## src/rtl/aes_job_sequencer.sv

```systemverilog
// Runs one complete AES job on the memory-mapped aes wrapper for each accepted request:
// config, optional key load/init, block load/next, status polling and result readback.
module aes_job_sequencer #(
  parameter int POLL_TIMEOUT  = 1024,
  parameter int SETTLE_CYCLES = 2
) (
  input  logic         clk,
  input  logic         reset_n,
  input  logic         job_valid,
  output logic         job_ready,
  input  logic [255:0] job_key,
  input  logic [127:0] job_block,
  input  logic         job_encdec,
  input  logic         job_keylen,
  input  logic         job_key_reuse,
  output logic         res_valid,
  input  logic         res_ready,
  output logic [127:0] res_data,
  output logic         res_err,
  output logic         busy,
  output logic         aes_cs,
  output logic         aes_we,
  output logic [7:0]   aes_address,
  output logic [31:0]  aes_write_data,
  input  logic [31:0]  aes_read_data
);
  localparam int PW = $clog2(POLL_TIMEOUT + 1);
  localparam int SW = $clog2(SETTLE_CYCLES + 1);
  localparam logic [7:0] ADDR_CTRL   = 8'h08;
  localparam logic [7:0] ADDR_STATUS = 8'h09;
  localparam logic [7:0] ADDR_CONFIG = 8'h0a;

  typedef enum logic [3:0] {
    IDLE, WR_CFG, WR_KEY, WR_INIT, SETTLE, POLL_RDY,
    WR_BLK, WR_NEXT, POLL_VLD, RD_RES, RESP
  } state_t;

  state_t         state;
  logic [255:0]   key_q, loaded_key;
  logic [127:0]   block_q;
  logic           encdec_q, keylen_q, reuse_q;
  logic           key_loaded, loaded_keylen;
  logic [3:0]     idx;
  logic [3:0]     idx_m1;
  logic [SW-1:0]  settle_cnt;
  logic           settle_vld;
  logic [PW-1:0]  poll_cnt;
  logic           poll_chk;
  logic           key_hit;
  logic           poll_bit;

  assign idx_m1   = idx - 4'd1;
  assign key_hit  = reuse_q & key_loaded & (keylen_q == loaded_keylen) & (key_q == loaded_key);
  assign poll_bit = (state == POLL_RDY) ? aes_read_data[0] : aes_read_data[1];

  always_ff @(posedge clk or negedge reset_n) begin
    if (!reset_n) begin
      state          <= IDLE;
      job_ready      <= 1'b1;
      res_valid      <= 1'b0;
      res_data       <= '0;
      res_err        <= 1'b0;
      busy           <= 1'b0;
      aes_cs         <= 1'b0;
      aes_we         <= 1'b0;
      aes_address    <= '0;
      aes_write_data <= '0;
      key_q          <= '0;
      block_q        <= '0;
      encdec_q       <= 1'b0;
      keylen_q       <= 1'b0;
      reuse_q        <= 1'b0;
      key_loaded     <= 1'b0;
      loaded_key     <= '0;
      loaded_keylen  <= 1'b0;
      idx            <= '0;
      settle_cnt     <= '0;
      settle_vld     <= 1'b0;
      poll_cnt       <= '0;
      poll_chk       <= 1'b0;
    end else begin
      // bus is idle unless a state below issues an access for the next cycle
      aes_cs         <= 1'b0;
      aes_we         <= 1'b0;
      aes_address    <= '0;
      aes_write_data <= '0;
      case (state)
        IDLE: begin
          if (job_valid) begin
            key_q          <= job_key;
            block_q        <= job_block;
            encdec_q       <= job_encdec;
            keylen_q       <= job_keylen;
            reuse_q        <= job_key_reuse;
            res_data       <= '0;
            job_ready      <= 1'b0;
            busy           <= 1'b1;
            state          <= WR_CFG;
            aes_cs         <= 1'b1;
            aes_we         <= 1'b1;
            aes_address    <= ADDR_CONFIG;
            aes_write_data <= {30'b0, job_keylen, job_encdec};
          end
        end
        WR_CFG: begin
          idx    <= 4'd1;
          aes_cs <= 1'b1;
          aes_we <= 1'b1;
          if (key_hit) begin
            state          <= WR_BLK;
            aes_address    <= 8'h20;
            aes_write_data <= block_q[31:0];
          end else begin
            state          <= WR_KEY;
            aes_address    <= 8'h10;
            aes_write_data <= key_q[31:0];
          end
        end
        WR_KEY: begin
          aes_cs <= 1'b1;
          aes_we <= 1'b1;
          if (idx == 4'd8) begin
            state          <= WR_INIT;
            aes_address    <= ADDR_CTRL;
            aes_write_data <= 32'h1;
          end else begin
            aes_address    <= {4'h1, idx};
            aes_write_data <= key_q[{idx[2:0], 5'b0} +: 32];
            idx            <= idx + 4'd1;
          end
        end
        WR_INIT: begin
          state      <= SETTLE;
          settle_vld <= 1'b0;
          settle_cnt <= SW'(SETTLE_CYCLES - 1);
        end
        SETTLE: begin
          if (settle_cnt == '0) begin
            state       <= settle_vld ? POLL_VLD : POLL_RDY;
            poll_cnt    <= '0;
            poll_chk    <= 1'b0;
            aes_cs      <= 1'b1;
            aes_address <= ADDR_STATUS;
          end else begin
            settle_cnt <= settle_cnt - 1'b1;
          end
        end
        POLL_RDY, POLL_VLD: begin
          if (poll_chk && poll_bit) begin
            if (state == POLL_RDY) begin
              key_loaded     <= 1'b1;
              loaded_key     <= key_q;
              loaded_keylen  <= keylen_q;
              state          <= WR_BLK;
              idx            <= 4'd1;
              aes_cs         <= 1'b1;
              aes_we         <= 1'b1;
              aes_address    <= 8'h20;
              aes_write_data <= block_q[31:0];
            end else begin
              state       <= RD_RES;
              idx         <= 4'd0;
              aes_cs      <= 1'b1;
              aes_address <= 8'h30;
            end
          end else if (poll_cnt == PW'(POLL_TIMEOUT - 1)) begin
            // the key core state is unknown after an init that never completed
            if (state == POLL_RDY) key_loaded <= 1'b0;
            state     <= RESP;
            res_valid <= 1'b1;
            res_err   <= 1'b1;
            res_data  <= '0;
          end else begin
            poll_cnt <= poll_cnt + 1'b1;
            poll_chk <= ~poll_chk;
            if (poll_chk) begin
              aes_cs      <= 1'b1;
              aes_address <= ADDR_STATUS;
            end
          end
        end
        WR_BLK: begin
          aes_cs <= 1'b1;
          aes_we <= 1'b1;
          if (idx == 4'd4) begin
            state          <= WR_NEXT;
            aes_address    <= ADDR_CTRL;
            aes_write_data <= 32'h2;
          end else begin
            aes_address    <= {4'h2, idx};
            aes_write_data <= block_q[{idx[1:0], 5'b0} +: 32];
            idx            <= idx + 4'd1;
          end
        end
        WR_NEXT: begin
          state      <= SETTLE;
          settle_vld <= 1'b1;
          settle_cnt <= SW'(SETTLE_CYCLES - 1);
        end
        RD_RES: begin
          // read data trails its strobe by one cycle, so word idx-1 lands now
          if (idx != 4'd0) res_data[{idx_m1[1:0], 5'b0} +: 32] <= aes_read_data;
          if (idx < 4'd3) begin
            aes_cs      <= 1'b1;
            aes_address <= {4'h3, idx + 4'd1};
          end
          if (idx == 4'd4) begin
            state     <= RESP;
            res_valid <= 1'b1;
            res_err   <= 1'b0;
          end
          idx <= idx + 4'd1;
        end
        RESP: begin
          if (res_ready) begin
            res_valid <= 1'b0;
            res_err   <= 1'b0;
            job_ready <= 1'b1;
            busy      <= 1'b0;
            state     <= IDLE;
          end
        end
        default: state <= IDLE;
      endcase
    end
  end
endmodule

```

## config.mk

```make
export PLATFORM = sky130hd
export DESIGN_NAME = aes_job_sequencer
export DESIGN_NICKNAME = d
export VERILOG_FILES = /design/src/rtl/aes_job_sequencer.sv
export SDC_FILE = /design/constraint.sdc
export NUM_CORES = 2
export LEC_CHECK = 0
export CAP_MARGIN = 20
export CORE_MARGIN = 10
export CORE_UTILIZATION = 59
export DETAILED_ROUTE_END_ITERATION = 8
export MAX_ROUTING_LAYER = met4
export PLACE_DENSITY = 0.95
export SYNTH_ARGS = -nofsm -noshare
export SYNTH_HDL_FRONTEND = slang
export SYNTH_SLANG_ARGS = --single-unit
```

## constraint.sdc

```tcl
create_clock -name clk -period 7.8 [get_ports clk]
set_input_delay 1.95 -clock clk [delete_from_list [all_inputs] [get_ports clk]]
set_output_delay 1.95 -clock clk [all_outputs]
set_load 0.05 [all_outputs]
```

# After elaboration in Yosys (flattened, before gate mapping)

Cells that the tools add are included.

Register bits: 841
Bits in latches: 0
RAM bits: 0
ROM bits: 0
Output and inout port bits: 174
Logic and storage cells: 170
Memories kept: 0

Add/sub/neg operators: 5
$mul: 0
Div/mod/pow operators: 0
Order comparisons: 1
Equal/unequal tests: 30
Shift-type cells: 4
Muxes and demuxes: 79
Bitwise operators: 4
Reduce and logical (&&, ||, !) cells: 25

Operator list:

| kind                     | number |
|---|---|
| $mux 128                 | 4 |
| $pmux 128 s3             | 1 |
| $eq 256x256->1           | 1 |
| $shiftx 256x9->32        | 1 |
| $mux 32                  | 5 |
| $pmux 32 s5              | 1 |
| $bwmux 128               | 1 |
| $shift 32x9->128 const A | 1 |
| $shiftx 128x8->32        | 1 |
| $shiftx 32x9->128        | 1 |
| $mux 4                   | 17 |
| $pmux 8 s7               | 1 |
| $pmux 4 s9               | 1 |
| $mux 11                  | 3 |
| $ne 2x2->1 const B       | 14 |
| $mux 1                   | 25 |
| $pmux 11 s2              | 1 |
| $eq 4x3->1 const B       | 5 |
| $pmux 4 s5               | 1 |
| $mux 6                   | 3 |
| $eq 4x4->1 const B       | 4 |
| $add 11x1->11 const B    | 1 |
| $eq 11x10->1 const B     | 1 |
| $mux 5                   | 2 |
| 31 further kinds         | 52 |

# Logic depth before layout (Yosys ltp)

Depth after elaboration: 6
Mapped depth: 13
Gate-level depth less buffers: 10

# Worst setup path before layout

No wires, ideal clock.

Path type: input port to flip-flop
Start point: in aes_read_data[0]
End point: reg res_data[63]
Setup time: 0.141 ns
Data arrival time: 3.662 ns
Data required time: 7.659 ns
Path slack: 3.997 ns
Stages on the path: 9
Cells stage by stage: clkbuf_1 mux2i_1 nor3b_1 or2_4 a2111oi_4 o21ai_2 buf_4 nand2_1 o31ai_1

Word-level cells in the longest chain between the ends: 4
Elaborated cells on any way between the ends: 8

RTL lines:

| item                                                    | RTL line | RTL |
|---|---|---|
| start, declared                                         | 25       | `input logic [31:0] aes_read_data` |
| $shiftx 32x9->128 / $mux 1 (equally long branches)      | 202, 54  |  |
| $bwmux 128 / $logic_and 1x1->1 (equally long branches)  | 202, 149 |  |
| $mux 128 / $ne 2x2->1 (equally long branches)           | n/a      |  |
| $pmux 128 s3 / $reduce_and 5->1 (equally long branches) | n/a      |  |
| end signal, assigned by index                           | 202      | `if (idx != 4'd0) res_data[{idx_m1[1:0], 5'b0} +: 32] <= aes_read_data;` |
| end, declared                                           | 18       | `output logic [127:0] res_data,` |

Parallel ways exist; a longest one is shown, timed or not. The select of a mux whose other input is x is not followed.
A chain may end at the register's enable or synchronous reset.

# Worst setup path after layout

Start point: in aes_read_data[0]
End point: reg res_data[43]

The elaborated chain is that of the path after synthesis.

==> flow_results.org <==
** Critical path
- Endpoint required time on the critical path :: 8290 ps
- Type of the setup path with the least slack :: input pin to flip-flop
- The worst setup path is captured at a flip-flop.
- Critical register-to-register path endpoint :: aes_write_data[0]
- Setup slack, reg-to-reg :: 3640 ps
- Biggest fanout along the worst timing path :: 46
- In this run the critical register-to-register path is launched from key_q[195].
- Measured in cells, the most critical reg-to-reg path has a length of 8.
- Startpoint type of the worst setup path :: input pin
- For the worst setup path, the data arrival time is 5180 ps.

** Routing
- Routed length per placed instance :: 26.5 um
- After detailed routing, the number of remaining DRC violations is 0.
- Wires add up to 147 mm.
- Via density :: 6.18
- The first detailed-routing pass ran for 8 iterations.
- The count of nets left with antenna violations once routing finished came out at 0.
- Detailed Route Iter0 Violations :: 5509
- Vias after detailed routing :: 34405

** Floorplanning
- Standard cell core area :: 0.0645 mm^2
- 597 I/O pins were placed.
- Standard-cell row count :: 93
- Die height :: 275 um
- DIE AREA :: 0.0757 mm^2
- Overall die width :: 275 um
- The initial utilization of the core area, before any placement, comes to 59.6%.

** Yosys
- Sequential-to-total area share from yosys stat :: 54.7%
- Most common cell in the netlist :: sky130_fd_sc_hd__nand2_1
- Combined area of all synthesized cells :: 0.0384 mm^2
- Share of flip-flops with an asynchronous set or reset :: 100%
- Among all flip-flop cells after synthesis, the most frequent one is sky130_fd_sc_hd__dfrtp_1.
- Ranked by instance count, the synthesized netlist is headed by sky130_fd_sc_hd__nand2_1 (1873), sky130_fd_sc_hd__dfrtp_1 (838), sky130_fd_sc_hd__o21ai_0 (196).
- The synthesized design contains 839 register bits.
- Ranked by total cell area, the synthesized netlist is headed by sky130_fd_sc_hd__dfrtp_1 (55%), sky130_fd_sc_hd__nand2_1 (18%), sky130_fd_sc_hd__mux4_2 (5.6%).
- In this run, distinct cell masters in the synthesized netlist total 69.
- After synthesis, the mean cell area works out to 9.27 um^2.
- During synthesis, Yosys emitted a total of 0 warnings.
- The synthesized design spends more area on one cell type than any other, namely sky130_fd_sc_hd__dfrtp_1.
- Gate count of the mapped netlist :: 4142
- In this run, synthesis inferred 0 flip-flops with an integrated enable.
- In this run the biggest area consumer among cell types represents 54.6% of the synthesized area.

** Final layout
- Number of filler cells placed in the layout :: 4168
- Layout area overhead :: 24.3%
- The post-route netlist has 7.19% of its cells at a drive strength greater than 1.
- Utilization after layout :: 74.1%
- Final net count :: 5056

** Clocking
- Number of buffers inserted during clock tree synthesis :: 86
- CTS Sinks :: 839
- The later pin in the worst-skew pair is clocked with a latency of 650 ps.
- CTS root buffer :: sky130_fd_sc_hd__clkbuf_16
- The longest clock path from root to sink contains 3 buffers.
- Number of post-CTS setup repair buffers :: 0
- Clock tree from TritonCTS :: built
- Gates resized during post-CTS repair numbered 0.
- Hold_buf cts :: 0
- H-tree levels :: 3
- Clock-pin slew was measured on the worst setup and hold paths at 60 ps.

** Min path
- The path with the worst hold slack has its endpoint at block_q[79].
- Launch point of the worst hold path :: block_q[79]
- Path class of the lowest-slack min-delay path :: flip-flop to flip-flop
- Number of stages on the worst hold path :: 2

** GRT
- The number of global-route vias before repair is 33970.
- Overflow left after global routing :: 0
- Maximum number of pins on one net before global-route repair :: 185
- The first global-routing pass estimated 213 mm of wire.
- The number of antenna violations at the first check in global routing was 20.
- Total global-route track usage :: 39.2%

** Job
- The tool flagged a number of max-cap violations equal to 0.

** STA
- Setup repair after global routing missed its margin :: no
- Subtracting the final worst setup slack from the clock period gives 4690 ps.
- The tightest hold path in the finished design has a slack of 473 ps.
- The total count of hold-check failures in the final report came to 0.
- Total Neg Setup Slack :: 0 ps
- After layout, the worst path uses 60.1% of the clock period.
- Max Slew Vio Count :: 0
- Setup violations remaining at the end of the flow were counted as 0.
- For this run, the top clock speed supported by timing is 213 MHz.
- For the final database, setup skew stands at 27.1 ps.
- For the pin with the worst max-slew slack, the measured transition is 1160 ps.
- Measured against its own limit, the worst slew margin works out to 22.8%.

** Power
- Net switching is 43.0% of the power.
- The analysis attributes to cell leakage a power of 0.0224 uW.
- Combinational cells account for 36.3% of the total power.
- Dividing total power by cell area gives a power density of 403 mW/mm^2.
- Clock Power Share :: 21.6%
- Sequential cells account for 42.0% of the total power.
- Peak supply drop :: 0.000238 V
- In this run the power spent charging and discharging nets is 8280 uW.
- PnR Total Power :: 19300 uW
- Internal Dissipation :: 11000 uW

** Status
- Result of the run :: finished clean

** Place
- Detailed placement finished with a half-perimeter wire length of 106 mm.
- Routability Congestion :: 1.07
- In this run the tool buffered the top-level ports with 594 buffer cells.
## per-stage QoR
stage | instances | area [um^2] | worst slack (ps)
floorplan | 4143 | 38400 | 4000
finish | 5565 | 47800 | 3110
CTS | 5536 | 47600 | 3220
global placement | 5386 | 44800 | 2690
global route | 5558 | 47700 | 3050
detailed placement | 5388 | 44800 | 2570
## sequential cells by signal, summed over array words and instances (netlist names), 2 cells and up
register and cells:
state 4, settle_cnt 2, idx 4, aes_address 6
aes_write_data 32, res_data 128, key_q 256, block_q 128
poll_cnt 11, loaded_key 256
## power by group through the flow
stage / Sequential, uW / Combinational, uW / Clock, uW
6_report: 8100 / 7000 / 4160
3_5_place_dp: 7960 / 6680 / 0
3_3_place_gp: 7880 / 6440 / 0
5_1_grt: 8140 / 7410 / 4350
4_1_cts: 7940 / 6790 / 4170
2_1_floorplan: 7170 / 4410 / 0
## final cells by class
| type | instances | area [um^2] | area share, % |
|---|---|---|---|
| diodes | 26 | 65.1 | 0.136 |
| clock buffers | 122 | 2560 | 5.36 |
| clock inverters | 26 | 251 | 0.527 |
| inverters | 157 | 589 | 1.23 |
| multi-input cells | 2910 | 15800 | 33.1 |
| flip-flops and latches | 839 | 21000 | 44.0 |
| well taps | 855 | 1070 | 2.24 |
| repair buffers | 630 | 6410 | 13.4 |
## kinds of logic after synthesis
| kind of cell | Yosys count | share of synthesized area (%) |
|---|---|---|
| AND/OR/NAND/NOR | 2089 | 21.6 |
| flip-flops | 839 | 54.7 |
| AO/OA/AOI/OAI | 541 | 9.27 |
| buffers and inverters | 394 | 4.42 |
| XOR/XNOR | 139 | 3.17 |
| multiplexers | 130 | 6.53 |
| adder cells (fa/ha/maj) | 9 | 0.293 |
| other | 1 | 0.00976 |
## worst max path at each step
| stage | from | to | slack (ps) | cells past startpoint |
|---|---|---|---|---|
| finish | aes_read_data[0] | res_data[43] | 3110 | 9 |
| global route | aes_read_data[0] | res_data[63] | 3050 | 8 |
| CTS | aes_read_data[0] | res_data[63] | 3220 | 8 |
| detailed placement | aes_read_data[0] | res_data[63] | 2570 | 8 |
| floorplan | aes_read_data[0] | res_data[63] | 4000 | 9 |
| global placement | aes_read_data[0] | res_data[63] | 2690 | 8 |
## placed cells by master, fill, tap and decap left out, types with 33 or more instances in the layout
master,n
sky130_fd_sc_hd__a221o_1,34
sky130_fd_sc_hd__clkbuf_16,89
sky130_fd_sc_hd__clkdlybuf4s50_1,593
sky130_fd_sc_hd__dfrtp_1,835
sky130_fd_sc_hd__inv_1,157
sky130_fd_sc_hd__mux2i_1,33
sky130_fd_sc_hd__mux4_2,95
sky130_fd_sc_hd__nand2_1,1873
sky130_fd_sc_hd__nor2_1,36
sky130_fd_sc_hd__nor2b_1,37
sky130_fd_sc_hd__nor4_1,41
sky130_fd_sc_hd__o21ai_0,196
sky130_fd_sc_hd__o21ai_1,76
sky130_fd_sc_hd__o21ai_2,43
sky130_fd_sc_hd__o22ai_1,66
sky130_fd_sc_hd__xnor2_1,41
sky130_fd_sc_hd__xor2_1,98
## worst max-delay path: stages
cell,delay (ps)
sky130_fd_sc_hd__clkdlybuf4s50_1,790
sky130_fd_sc_hd__mux2i_1,410
sky130_fd_sc_hd__nor3b_1,130
sky130_fd_sc_hd__or2_4,260
sky130_fd_sc_hd__a2111oi_4,690
sky130_fd_sc_hd__o21ai_4,330
sky130_fd_sc_hd__buf_4,370
sky130_fd_sc_hd__nand2_1,140
sky130_fd_sc_hd__o21ai_1,80
## routing by layer
metal  part of all wire [%]  global-route usage (%)
met1                     34                    46.1
met2                     44                    57.2
met3                     14                    12.2
met4                    8.0                    26.6
met5                      0                       -
Note: power is estimated with default switching activity, not from simulation.
